### config.mk
export PLATFORM = sky130hd
export DESIGN_NAME = bgp_enable_sequencer
export DESIGN_NICKNAME = d
export VERILOG_FILES = /design/src/rtl/bgp_enable_sequencer.sv
export SDC_FILE = /design/constraint.sdc
export NUM_CORES = 1
export LEC_CHECK = 0
export CORE_MARGIN = 2
export CORE_UTILIZATION = 35
export CTS_BUF_LIST = sky130_fd_sc_hd__clkbuf_2 sky130_fd_sc_hd__clkbuf_4 sky130_fd_sc_hd__clkbuf_8
export DETAILED_ROUTE_END_ITERATION = 8
export GPL_ROUTABILITY_DRIVEN = 0
export SLEW_MARGIN = 10
export SYNTH_ARGS = -nofsm -noshare
export SYNTH_HDL_FRONTEND = slang
export SYNTH_SLANG_ARGS = --single-unit
### constraint.sdc
create_clock -name wb_clk_i -period 2.9 [get_ports wb_clk_i]
set_input_delay 0.435 -clock wb_clk_i [delete_from_list [all_inputs] [get_ports wb_clk_i]]
set_output_delay 0.435 -clock wb_clk_i [all_outputs]
set_load 0.01 [all_outputs]
### src/rtl/bgp_enable_sequencer.sv
`default_nettype none
// ============================================================================
// Module      : bgp_enable_sequencer
// Description : Power-up sequencer and shared-enable arbiter for the user-area
//               bandgap reference. ORs the requester enables and drives the
//               bandgap EN. Declares VBGP valid after a fixed settle time and
//               grants requesters only while the reference is valid. Keeps the
//               bandgap on for a hold-off window after the last request drops.
// Revision    : 1.0 - initial release
// ----------------------------------------------------------------------------
// Optional feature macro: BGP_OK_CHECK_EN
//   Defined   : after settling, wait up to TIMEOUT_CYCLES for bgp_ok_i; a
//               timeout enters a sticky FAULT state (fault_o=1, EN off).
//   Undefined : bgp_ok_i is ignored, fault_o is always 0.
// ----------------------------------------------------------------------------
// Ports:
//   wb_clk_i     in   1     clock
//   wb_rst_ni    in   1     asynchronous active-low reset
//   req_i        in   NREQ  per-requester enable request (level)
//   force_off_i  in   1     management override: force off, clear fault
//   bgp_ok_i     in   1     analog "VBGP in range" comparator
//   bgp_en_o     out  1     bandgap EN
//   bgp_ready_o  out  1     VBGP valid
//   grant_o      out  NREQ  per-requester grant
//   state_o      out  3     FSM state (OFF=0 STARTUP=1 ON=2 HOLDOFF=3
//                           WAIT_OK=4 FAULT=5)
//   fault_o      out  1     sticky startup fault
// ============================================================================
module bgp_enable_sequencer #(
    parameter int NREQ           = 4,
    parameter int SETTLE_CYCLES  = 1000,
    parameter int HOLDOFF_CYCLES = 64,
    parameter int TIMEOUT_CYCLES = 4096,
    parameter int CNT_W          = 16
) (
    input  logic            wb_clk_i,
    input  logic            wb_rst_ni,
    input  logic [NREQ-1:0] req_i,
    input  logic            force_off_i,
    input  logic            bgp_ok_i,
    output logic            bgp_en_o,
    output logic            bgp_ready_o,
    output logic [NREQ-1:0] grant_o,
    output logic [2:0]      state_o,
    output logic            fault_o
);

    typedef enum logic [2:0] {
        ST_OFF     = 3'd0,
        ST_STARTUP = 3'd1,
        ST_ON      = 3'd2,
        ST_HOLDOFF = 3'd3,
        ST_WAIT_OK = 3'd4,
        ST_FAULT   = 3'd5
    } state_t;

    localparam logic [CNT_W-1:0] SETTLE_LOAD  = CNT_W'(SETTLE_CYCLES - 1);
    localparam logic [CNT_W-1:0] HOLDOFF_LOAD = CNT_W'(HOLDOFF_CYCLES - 1);

    state_t            state_q, state_d;
    logic [CNT_W-1:0]  cnt_q, cnt_d;
    logic              en_q, en_d;
    logic              ready_q, ready_d;
    logic [NREQ-1:0]   grant_q, grant_d;
    logic              fault_q, fault_d;

    logic              any_req;
    logic              cnt_zero;
    logic [CNT_W-1:0]  cnt_dec;

    assign any_req  = |req_i;
    assign cnt_zero = (cnt_q == '0);
    // Saturating decrement: the counter parks at zero instead of wrapping.
    assign cnt_dec  = cnt_zero ? '0 : cnt_q - 1'b1;

`ifdef BGP_OK_CHECK_EN
    localparam logic [CNT_W-1:0] TIMEOUT_LOAD = CNT_W'(TIMEOUT_CYCLES - 1);
`else
    // Keeps the comparator input and timeout parameter referenced when the
    // check is compiled out.
    logic [CNT_W:0] w_unused_cfg;
    assign w_unused_cfg = {bgp_ok_i, CNT_W'(TIMEOUT_CYCLES - 1)};
`endif

    // ------------------------------------------------------------------
    // State register and registered outputs
    // ------------------------------------------------------------------
    always_ff @(posedge wb_clk_i or negedge wb_rst_ni) begin
        if (!wb_rst_ni) begin
            state_q <= ST_OFF;
            cnt_q   <= '0;
            en_q    <= 1'b0;
            ready_q <= 1'b0;
            grant_q <= '0;
            fault_q <= 1'b0;
        end else begin
            state_q <= state_d;
            cnt_q   <= cnt_d;
            en_q    <= en_d;
            ready_q <= ready_d;
            grant_q <= grant_d;
            fault_q <= fault_d;
        end
    end

    // ------------------------------------------------------------------
    // Next-state and output logic
    // ------------------------------------------------------------------
    always_comb begin
        state_d = state_q;
        cnt_d   = cnt_q;

        case (state_q)
            ST_OFF: begin
                if (any_req) begin
                    state_d = ST_STARTUP;
                    cnt_d   = SETTLE_LOAD;
                end
            end
            ST_STARTUP: begin
                if (!any_req) begin
                    state_d = ST_OFF;
                    cnt_d   = '0;
                end else if (cnt_zero) begin
`ifdef BGP_OK_CHECK_EN
                    state_d = ST_WAIT_OK;
                    cnt_d   = TIMEOUT_LOAD;
`else
                    state_d = ST_ON;
`endif
                end else begin
                    cnt_d = cnt_dec;
                end
            end
            ST_ON: begin
                if (!any_req) begin
                    state_d = ST_HOLDOFF;
                    cnt_d   = HOLDOFF_LOAD;
                end
            end
            ST_HOLDOFF: begin
                // A request in the final hold-off clock still wins.
                if (any_req) begin
                    state_d = ST_ON;
                end else if (cnt_zero) begin
                    state_d = ST_OFF;
                end else begin
                    cnt_d = cnt_dec;
                end
            end
`ifdef BGP_OK_CHECK_EN
            ST_WAIT_OK: begin
                if (!any_req) begin
                    state_d = ST_OFF;
                    cnt_d   = '0;
                end else if (bgp_ok_i) begin
                    state_d = ST_ON;
                end else if (cnt_zero) begin
                    state_d = ST_FAULT;
                end else begin
                    cnt_d = cnt_dec;
                end
            end
            ST_FAULT: begin
                state_d = ST_FAULT;
            end
`endif
            default: begin
                state_d = ST_OFF;
                cnt_d   = '0;
            end
        endcase

        // Outputs are a registered image of the current state.
        en_d    = (state_q == ST_STARTUP) || (state_q == ST_ON) ||
                  (state_q == ST_HOLDOFF) || (state_q == ST_WAIT_OK);
        ready_d = (state_q == ST_ON) || (state_q == ST_HOLDOFF);
        // Gating on ready_q guarantees a grant never precedes bgp_ready_o.
        grant_d = ((state_q == ST_ON) && ready_q) ? req_i : '0;
`ifdef BGP_OK_CHECK_EN
        fault_d = (state_q == ST_FAULT);
`else
        fault_d = 1'b0;
`endif

        // Management override beats everything, including pending requests.
        if (force_off_i) begin
            state_d = ST_OFF;
            cnt_d   = '0;
            en_d    = 1'b0;
            ready_d = 1'b0;
            grant_d = '0;
            fault_d = 1'b0;
        end
    end

    assign bgp_en_o    = en_q;
    assign bgp_ready_o = ready_q;
    assign grant_o     = grant_q;
    assign state_o     = state_q;
    assign fault_o     = fault_q;

endmodule
`default_nettype wire
==> results by group <==
Routing
  • Final wirelength: roughly 4000 um
  • DR WL/cell: ~16 um
  • Vias per cell: approximately 6.0
  • DR pass1 iterations: 4
  • Routed Antenna Nets: 0
  • DRC: 0
  • First DRT Iteration DRCs: between 150 and 200
  • Via count: roughly 1500

Global route
  • Largest net degree at the start of global routing: 25
  • Gr ovfl total: 0
  • GR Util All Layers: between 10% and 20%
  • Antenna violations before repair: 0
  • First-pass GRT wire length: 6800 um
  • Vias in the first global route: about 1400

CTS
  • H-tree levels: 1
  • TritonCTS Buffers: 3
  • CTS max path bufs: 2
  • CTS tree: done
  • Post-CTS setup buffer count: 0
  • TritonCTS Sinks: 24
  • Clock root cell: clkbuf_8
  • Hold Buf Count CTS: 0
  • Clk slew on worst S/H paths: around 90 ps
  • Clk_lat worst skew: around 270 ps
  • Post-CTS Resized: 0

Layout
  • Nets: between 200 and 250
  • Ant diodes: 0
  • Ratio of cells with drive above 1 in the final layout: 12.4%
  • Fill count: roughly 460
  • Area grow syn2layout: 15.1%
  • Post-layout util: between 40% and 50%
  • Most frequent cells in the layout: dfrtp_1, clkdlybuf4s50_1, nor3_1, a31oi_1, buf_4
  • Most common cell after layout, fill and taps aside: dfrtp_1

Yosys
  • Yosys cell types: 57
  • Yosys reg bits: 24
  • Synth top area share: a little over a third
  • EDFF count, synth: 0
  • Yosys warnings: 0
  • Synth Flop Type: dfrtp_1
  • Sequential share of the synthesized area: roughly 36%
  • Mapped Area: around 1700 sq um
  • Asr flop ratio synth: between 90% and 100%
  • Synth area leaders: dfrtp_1, a31oi_1, nor3_1, a21oi_1, buf_6
  • Mapped Cells: about 180
  • Mean post-synth cell area: 9.11 sq um
  • Area leader, netlist: dfrtp_1

STA
  • Worst Tran Pin Value: 872 ps
  • Setup TNS: 0 ps
  • Setup Skew: roughly 4.3 ps
  • Hold Vio Cnt, Final: 0
  • Max Slew Vio Count: 0
  • Worst Slack Setup Final: about 470 ps
  • Final setup viols: 0
  • Worst hold slack: approximately 520 ps
  • Final min period: around 2400 ps
  • Max Clk Rate: 0.411 GHz
  • RSZ-0062 raised after global routing: false
  • Final period util: roughly 84%
  • Normalized max-slew margin: about 41%

Power
  • Pwr/cell area: 575 nW/um^2
  • Leak: 0.754 nW
  • Worst VDD drop: approximately 0.19 mV

Worst setup path
  • Critical Path Start Type: register
  • Peak fanout along the critical path: 6
  • Crit path DAT: ~2600 ps
  • Worst EP required: between 3000 and 4000 ps
  • CP endpoint kind: register
  • Critical path class: register to register

Floorplanning
  • Boundary Pins: 18
  • Chip height: between 70 and 80 um
  • Die X: between 70 and 80 um
  • FP Rows: 25
  • Core area: roughly 4700 sq um
  • Initial Utilization: roughly 36%
  • Die area: 5360 sq um

Place
  • Post-DP HPWL: 2940 um
  • I/O Buffers: 14
  • Pre-CTS setup slack: between 500 and 600 ps

Status
  • Status: completed

Worst hold path
  • Worst hold path class: primary input to asynchronous set/reset pin

Run
  • Max-cap violations: 0
routing by layer:
| layer | GRT usage (%) | wire (um) | vias up |
|---|---|---|---|
| met2 | 24.2 | 1890 | 45 |
| met3 | 1.93 | 173 | 2 |
| met5 | 0 | 0 | - |
| met4 | 5.35 | 32 | 0 |
| li1 | - | - | 726 |
| met1 | 23.3 | 1940 | 723 |
worst max-delay path: stages, from the launching register on:
cell,delay [ps]
dfrtp_1,450
inv_1,130
ha_1,200
or4b_1,610
nor4_1,570
o221a_2,310
o21a_1,110
stage by stage:
stage | cell area [sq um] | total power (W) | instances
after global routing | 1930 | 0.00118 | 248
after CTS | 1930 | 0.00112 | 248
after detailed placement | 1860 | 0.000809 | 244
after floorplan | 1680 | 0.000738 | 185
after global placement | 1860 | 0.000808 | 244
final | 1930 | 0.00111 | 248
state kept, by name, indices dropped and copies added, names as in the netlist:
name / count
bgp_ready_o: 1
bgp_en_o: 1
grant_o: 4
state_o: 2
cnt_q: 16
cell families after synthesis:
| kind of cell | Yosys count | synth area share, % |
|---|---|---|
| AO/OA/AOI/OAI | 56 | 25.2 |
| XOR/XNOR | 1 | 0.523 |
| adder cells (fa/ha/maj) | 2 | 1.49 |
| buffers and inverters | 27 | 8.44 |
| flip-flops | 24 | 35.8 |
| multiplexers | 5 | 3.06 |
| other | 1 | 0.224 |
| AND/OR/NAND/NOR | 68 | 25.2 |
final cells by class:
type	instances	area (sq um)	area share [%]
multi-input cells	134	943	48.9
flip-flops and latches	24	601	31.1
repair buffers	24	215	11.2
well taps	54	67.6	3.50
clock buffers	3	41.3	2.14
clock inverters	1	30.0	1.56
inverters	8	30.0	1.56
power breakdown:
group	switching [W]	internal (W)	total, W
clock	0.000113	0.000184	0.000298
sequential	0.0000649	0.000381	0.000446
combinational	0.000221	0.000143	0.000364
synthesized netlist by cell type (2+ instances only):
library cell / number
a221oi_1: 2
a31oi_1: 10
buf_4: 2
nor3b_1: 3
o311a_1: 3
clkbuf_1: 11
a21oi_1: 9
o31ai_1: 3
buf_6: 4
nand3_1: 7
nor2_1: 8
or3_1: 3
nand2_1: 4
nand2b_1: 3
a311o_1: 2
dfrtp_1: 24
and2_1: 4
buf_2: 2
mux2i_1: 4
nor4_1: 6
ha_1: 2
or2_0: 2
o221ai_1: 2
o41ai_1: 2
inv_1: 8
or4b_1: 2
nor3_1: 10
or3b_2: 2
o21ai_0: 5
and3_1: 2
o211ai_1: 4
or4_1: 4
final timing paths:
kind | startpoint | to | slack (ps) | depth (start not counted)
worst max-delay path | cnt_q[0]$_DFFE_PN0P_ | cnt_q[0]$_DFFE_PN0P_ | 470 | 6
worst min register to register | cnt_q[11]$_DFFE_PN0P_ | cnt_q[11]$_DFFE_PN0P_ | 520 | 1
min in group wb_clk_i | cnt_q[11]$_DFFE_PN0P_ | cnt_q[11]$_DFFE_PN0P_ | 520 | 1
max in group asynchronous | wb_rst_ni | cnt_q[2]$_DFFE_PN0P_ | 2140 | 2
worst min-delay path | wb_rst_ni | cnt_q[14]$_DFFE_PN0P_ | 520 | 2
worst max register to register | cnt_q[0]$_DFFE_PN0P_ | cnt_q[0]$_DFFE_PN0P_ | 470 | 6
Power figures use the tool's default switching activity.
